==> src/rtl/gcd_seq_ctrl.sv <==
// Subtractive-Euclid GCD engine: start-edge capture, one compare/subtract step
// per enabled clock, sticky done/err until acknowledged or restarted.
module gcd_seq_ctrl #(
    parameter int unsigned W  = 8,
    parameter int unsigned CW = 16
) (
    input  logic          clk,
    input  logic          reset,
    input  logic          clk_en,
    input  logic          start,
    input  logic [W-1:0]  a_in,
    input  logic [W-1:0]  b_in,
    input  logic          ack,
    output logic          busy,
    output logic          done,
    output logic          err,
    output logic [W-1:0]  result,
    output logic [CW-1:0] iter_count
);

    typedef enum logic [1:0] {
        S_IDLE = 2'd0,
        S_CALC = 2'd1,
        S_DONE = 2'd2
    } state_e;

    state_e        state_q,      state_d;
    logic [W-1:0]  a_q,          a_d;
    logic [W-1:0]  b_q,          b_d;
    logic [W-1:0]  result_q,     result_d;
    logic [CW-1:0] iter_q,       iter_d;
    logic          err_q,        err_d;
    logic          start_prev_q, start_prev_d;

    logic          start_edge;
    logic [CW-1:0] iter_inc;

    assign start_edge = start & ~start_prev_q;
    assign iter_inc   = (iter_q == {CW{1'b1}}) ? iter_q : iter_q + CW'(1);

    // NOTE: every next-state variable is defaulted to its current value first,
    // so no path through the case statement can leave one unassigned (no latch).
    always_comb begin
        state_d      = state_q;
        a_d          = a_q;
        b_d          = b_q;
        result_d     = result_q;
        iter_d       = iter_q;
        err_d        = err_q;
        start_prev_d = start_prev_q;

        if (clk_en) begin
            start_prev_d = start;
            case (state_q)
                S_IDLE: begin
                    if (start_edge) begin
                        a_d     = a_in;
                        b_d     = b_in;
                        iter_d  = '0;
                        state_d = S_CALC;
                    end
                end
                S_CALC: begin
                    if (a_q == '0 && b_q == '0) begin
                        result_d = '0;
                        err_d    = 1'b1;
                        state_d  = S_DONE;
                    end else if (a_q == '0) begin
                        result_d = b_q;
                        state_d  = S_DONE;
                    end else if (b_q == '0 || a_q == b_q) begin
                        result_d = a_q;
                        state_d  = S_DONE;
                    end else if (a_q > b_q) begin
                        a_d    = a_q - b_q;
                        iter_d = iter_inc;
                    end else begin
                        b_d    = b_q - a_q;
                        iter_d = iter_inc;
                    end
                end
                S_DONE: begin
                    // A new start outranks a simultaneous ack.
                    if (start_edge) begin
                        a_d     = a_in;
                        b_d     = b_in;
                        iter_d  = '0;
                        err_d   = 1'b0;
                        state_d = S_CALC;
                    end else if (ack) begin
                        err_d   = 1'b0;
                        state_d = S_IDLE;
                    end
                end
                default: state_d = S_IDLE;
            endcase
        end
    end

    // NOTE: state registers use non-blocking assignments so all of them update
    // from the same pre-edge values, independent of statement order.
    always_ff @(posedge clk or negedge reset) begin
        if (!reset) begin
            state_q      <= S_IDLE;
            a_q          <= '0;
            b_q          <= '0;
            result_q     <= '0;
            iter_q       <= '0;
            err_q        <= 1'b0;
            start_prev_q <= 1'b1;
        end else begin
            state_q      <= state_d;
            a_q          <= a_d;
            b_q          <= b_d;
            result_q     <= result_d;
            iter_q       <= iter_d;
            err_q        <= err_d;
            start_prev_q <= start_prev_d;
        end
    end

    assign busy       = (state_q == S_CALC);
    assign done       = (state_q == S_DONE);
    assign err        = err_q;
    assign result     = result_q;
    assign iter_count = iter_q;

endmodule
==> config.mk <==
export PLATFORM = sky130hd
export DESIGN_NAME = gcd_seq_ctrl
export DESIGN_NICKNAME = d
export VERILOG_FILES = /design/src/rtl/gcd_seq_ctrl.sv
export SDC_FILE = /design/constraint.sdc
export NUM_CORES = 1
export LEC_CHECK = 0
export BUFFER_PORTS_ARGS = -buffer_cell sky130_fd_sc_hd__buf_2
export CORE_AREA = 2 2 87 89
export DETAILED_ROUTE_END_ITERATION = 12
export DIE_AREA = 0 0 89 91
export PLACE_DENSITY = 0.74
export RECOVER_POWER = 25
export SYNTH_ARGS = -nofsm -noshare
export SYNTH_HDL_FRONTEND = slang
export SYNTH_SLANG_ARGS = --single-unit
==> constraint.sdc <==
create_clock -name clk -period 2.64 [get_ports clk]
set_clock_uncertainty 0.2 [all_clocks]
set_input_delay 0.792 -clock clk [delete_from_list [all_inputs] [get_ports clk]]
set_output_delay 0.792 -clock clk [all_outputs]
set_load 0.01 [all_outputs]
* Word level (Yosys, flattened, before mapping)
Cells that the tools add are included.
** Word-level totals
- Register bits after elaboration :: 44
- Latch bits :: 0
- RAM bits :: 0
- Bits in read-only memories :: 0
- Input port bits :: 21
- Output and inout port bits :: 27
- Logic and storage cells :: 75
- Memories :: 0
** Cells by class
- Add/subtract/negate cells :: 3
- Multiply operators :: 0
- Div/mod/pow operators :: 0
- Order comparisons :: 1
- Equality and inequality tests :: 15
- Shifts and indexed selects :: 0
- Mux-type cells :: 32
- Bitwise operators :: 2
- Reduce and logical (&&, ||, !) cells :: 15
** Operator list (count)
- two-way mux 8 bit :: 13
- two-way mux 16 bit :: 5
- one-hot mux 16 bit (2 select lines) :: 1
- one-hot mux 8 bit (2 select lines) :: 2
- AND reduction 7 bit :: 3
- adder 16 x 1 -> 16 bit (second input constant) :: 1
- equality test 16 bit (second input constant) :: 1
- logical NOT 8 bit :: 2
- subtractor 8 bit :: 2
- two-way mux 2 bit :: 6
- != test 2 bit (second input constant) :: 6
- equality test 8 bit :: 1
- > comparator 8 bit :: 1
- AND reduction 4 bit :: 2
- != test 2 x 1 -> 1 bit (second input constant) :: 3
- one-hot mux 2 bit (3 select lines) :: 1
- != test 4 x 1 -> 1 bit (second input constant) :: 1
- nonzero test 2 bit :: 2
- two-way mux 1 bit :: 3
- != test 3 x 2 -> 1 bit (second input constant) :: 1
- AND reduction 3 bit :: 1
- nonzero test 3 bit :: 1
- equality test 2 x 1 -> 1 bit (second input constant) :: 1
- equality test 2 bit (second input constant) :: 1
- 7 further kinds :: 7

* Logic depth before layout (Yosys ltp)
- Word-level depth :: 6
- Mapped depth :: 10
- Mapped depth without buffers :: 8

* Worst setup path after synthesis
No wires, ideal clock.
- Path type :: reg2reg
- Start :: register a_q[0]
- End :: register b_q[0]
- Setup time :: 0.125 ns
- Data arrival time :: 2.230 ns
- Slack :: 0.084 ns
- Cell stages (with the launch flop) :: 10
- Period minus slack after synthesis :: 2.556 ns
- Cell sequence :: dfrtp_1 > inv_1 > ha_1 > fa_1 > nand2b_1 > a21oi_1 > a31oi_1 > a41o_1 > buf_4 > mux2_4
** Between the ends
- Cells in the longest elaborated chain, start to end :: 6
- Elaborated cells on any way between the ends :: 16
- Classes of those cells :: add/sub: 1; order compare: 1; eq/ne: 5; mux: 5; reduce/logical: 4
** RTL lines
- start, declared :: line 28 : logic [W-1:0] a_q, a_d;
- start signal, assigned :: line 105 : a_q <= '0;
- start signal, assigned :: line 113 : a_q <= a_d;
- subtractor 8 bit :: line 78 : b_d = b_q - a_q;
- two-way mux 8 bit :: line 74 : end else if (a_q > b_q) begin
- two-way mux 8 bit :: line 71 : end else if (b_q == '0 || a_q == b_q) begin
- two-way mux 8 bit :: line 68 : end else if (a_q == '0) begin
- two-way mux 8 bit :: line 64 : if (a_q == '0 && b_q == '0) begin
- one-hot mux 8 bit (2 select lines) :: line 54 : case (state_q)
- end signal, assigned :: line 106 : b_q <= '0;
- end signal, assigned :: line 114 : b_q <= b_d;
- end, declared :: line 29 : logic [W-1:0] b_q, b_d;
Parallel ways exist; a longest one is shown, timed or not. The select of a mux whose other input is x is not followed.
A chain may end at the register's enable or synchronous reset.

* Worst setup path after layout
- Start :: register a_q[0]
- End :: register a_q[6]
** Between the ends
- Cells in the longest elaborated chain, start to end :: 6
- Elaborated cells on any way between the ends :: 16
- Classes of those cells :: add/sub: 1; order compare: 1; eq/ne: 5; mux: 5; reduce/logical: 4
** RTL lines
- subtractor 8 bit :: line 75 : a_d = a_q - b_q;
- two-way mux 8 bit :: line 74
- two-way mux 8 bit :: line 71
- two-way mux 8 bit :: line 68
- two-way mux 8 bit :: line 64
- one-hot mux 8 bit (2 select lines) :: line 54
Parallel ways exist; a longest one is shown, timed or not. The select of a mux whose other input is x is not followed.

==> impl_results.md <==
* Final Total Pwr at 5110 uW
* Port buffer count at 47
* Hold Crit Class: reg2reg
* Post-synth EDFFs at 0
* Final Max Slew Viols at 0
* Worst r2r src: a_q[0]$_DFFE_PN0P_
* Initial Util at 44.5%
* Global-route wire length before repair at 13500 um
* Logic pwr share at 67.7%
* Clock H-tree levels at 2
* Final setup violation count at 0
* Crit Path Max Fanout at 6
* Yosys cell types at 59
* Vias at 2966
* Synth warnings at 0
* Sw Ratio at 46.0%
* Core Area at 7140 um^2
* TritonCTS buffer count at 5
* Drt wl/cell at 15.9 um
* Routability cong. at 0.909
* Setup WS post-layout at 0.128 ns
* Clk pwr share at 10.2%
* Top cells by area, synth: dfrtp_1 (34%), ha_1 (6.3%), mux2i_1 (6.3%)
* Vias in the first global route at 2857
* Hold path startpoint: err$_DFFE_PN0P_
* Clock-pin slew on the worst setup and hold paths at 0.09 ns
* Die Ht at 91 um
* Layout cell share with drive strength beyond 1 at 24.3%
* MaxCap Viol Count at 0
* Sequential area share after synthesis at 34.7%
* Detail Placement HPWL at 6310 um
* CTS tree: built
* I/O pin cnt at 48
* Worst-skew pair later-pin latency at 0.30 ns
* DRT Pass-1 Iters at 4
* Synth area leader: dfrtp_1
* Startpoint Class: register
* Crit path capture type: register
* # DRC at 0
* Worst Path Arrival at 2.50 ns
* Sink Count at 44
* # diodes at 0
* Cells after Synth at 350
* Initial antenna violation count at 0
* Data required, critical path at 2.62 ns
* Antenna Nets Post-Route at 0
* Synth Area per Inst at 9.08 um^2
* Synthesized Nets at 389
* Actual slew at the worst max-slew pin at 1.14 ns
* Maximum clock path buffer count at 2
* Max-slew headroom at 24.3%
* Post-Place Cells at 509
* Setup_tns at 0 ns
* Grt ovf at 0
* Part of the power in registers at 22.1%
* Final hold vios at 0
* Cell area after layout at 3820 um^2
* PD cells at 1340 nW/um^2
* Tmin final at 2.51 ns
* DIE WIDTH at 89 um
* Global-route usage over all layers at 20.9%
* Internal at 2760 uW
* DRT Wirelength at 8220 um
* Largest net degree at the start of global routing at 45
* Synth Register Bits at 44
* DP Area at 3690 um^2
* Net Switching at 2350 uW
* Vias per Instance at 5.73
* Maximum vdd drop at 0.853 mV
* Status: completed
* Nets at 457
* 1st-iter DRT viols at 200
* Non-filler cells, final at 518
* Static Leak at 0.00180 uW
* Max Clock Freq at 0.398 GHz
* Pre-CTS setup slack at 0.0624 ns
* Die area at 8100 um^2
* Area grow syn2layout at 20.1%
* CTS root buf: clkbuf_8
* Critical setup path kind: reg2reg
* FFs w/ async S/R, synth at 100%
* Fin crit share at 95.1%
* Std cell rows at 31
* Number of fill cells in the layout at 713
* Top-area cell type share of the netlist area at 33.9%
* Primary FF master, synth: dfrtp_1
* Crit path from: a_q[0]$_DFFE_PN0P_
* Cell Area, Synth at 3180 um^2
[metal layers]
metal	up-vias	GRT usage [%]	share of wire (%)
li1	1420	-	-
met1	1447	28.6	44
met2	85	34.6	50
met3	14	3.82	4.4
met4	0	3.98	1.3
met5	-	0	0
[cell families (layout without fill, tap and decap cells)]
kind of cell / count (synthesis) / after routing / synth area share, %
mux: 27 / 27 / 9.13
buf+inv: 42 / 111 / 5.87
xor+xnor: 5 / 5 / 1.38
flops: 44 / 44 / 34.7
fa+ha+maj: 18 / 18 / 7.56
compound gates: 93 / 93 / 19.6
simple gates: 121 / 121 / 21.8
[layout make-up]
cell class / count / area, um^2 / share of cell area, %
clock buffers: 6 / 72.6 / 1.90
clock inverters: 2 / 35.0 / 0.918
inverters: 25 / 93.8 / 2.46
multi-input cells: 264 / 1900 / 49.7
flip-flops and latches: 44 / 1100 / 28.9
well taps: 99 / 124 / 3.25
repair buffers: 78 / 490 / 12.9
[cell usage after synthesis, drive strengths merged, types with 3 or more instances]
| cell | instances |
|---|---|
| dfrtp | 43 |
| a21oi | 34 |
| inv | 25 |
| nor2 | 24 |
| mux2i | 20 |
| nand2 | 20 |
| ha | 16 |
| o21ai | 16 |
| buf | 13 |
| o31ai | 13 |
| or4 | 10 |
| nand4 | 9 |
| nand2b | 8 |
| mux2 | 7 |
| nand3b | 7 |
| nor3 | 6 |
| nor4 | 6 |
| or3 | 6 |
| a211oi | 5 |
| a31oi | 5 |
| nand3 | 5 |
| nor2b | 5 |
| and2 | 4 |
| and3 | 4 |
| clkbuf | 4 |
| o211ai | 4 |
| a21o | 3 |
| or2 | 3 |
| xor2 | 3 |
[critical path, stage by stage (launching register included)]
cell	delay, ns
dfrtp_1	0.36
inv_1	0.05
ha_1	0.21
fa_1	0.39
nand2b_1	0.19
a21oi_2	0.16
a31oi_1	0.12
buf_4	0.15
a21oi_4	0.21
mux2_2	0.36
[metrics by stage]
step	hold slack, ns	util (%)
after global placement	0.280	51.8
final	0.300	53.5
after detailed placement	0.293	51.8
after global routing	0.332	53.5
after floorplan	0.296	-
after CTS	0.311	53.3
[sequential cells by signal (all words and copies together), names as in the netlist]
name	flops
err	1
result	8
b_q	8
start_prev_q	1
iter_count	16
state_q	2
a_q	8
[final timing paths]
check	end	slack, ns	cells after the start
min in group asynchronous	iter_count[8]$_DFFE_PN0P_	0.59	2
setup reg to reg	a_q[6]$_DFFE_PN0P_	0.13	9
hold / removal	err$_DFFE_PN0P_	0.30	1
setup / recovery	a_q[6]$_DFFE_PN0P_	0.13	9
max in group asynchronous	a_q[6]$_DFFE_PN0P_	0.96	2
hold reg to reg	err$_DFFE_PN0P_	0.30	1
[power by group through the flow]
stage | Combinational (uW) | Clock (uW) | Sequential [uW]
finish | 3460 | 519 | 1130
global route | 3810 | 562 | 1160
CTS | 3400 | 523 | 1130
detailed placement | 3390 | 0 | 1140
global placement | 3290 | 0 | 1140
floorplan | 2230 | 0 | 1160
[what timing repair did]
item | 4_1_cts | 5_1_grt
gates resized for setup | 0 | 2
endpoints found under the setup margin | 0 | 10
hold buffers | 0 | 0
buffers inserted | 0 | 1
[layout by cell type (no fill, tap or decap), drive strengths merged, types with 4 or more instances in the layout]
cell	count
mux2i	20
or3	6
nor2	24
o21ai	16
a211oi	5
mux2	7
or4	10
clkbuf	7
nor4	6
dfrtp	43
nand3	5
and2	4
nor2b	5
o211ai	4
nand2	20
a21oi	34
and3	4
nor3	6
buf	77
a31oi	5
nand2b	8
o31ai	13
inv	25
nand4	9
nand3b	7
ha	16
Power figures use the tool's default switching activity.
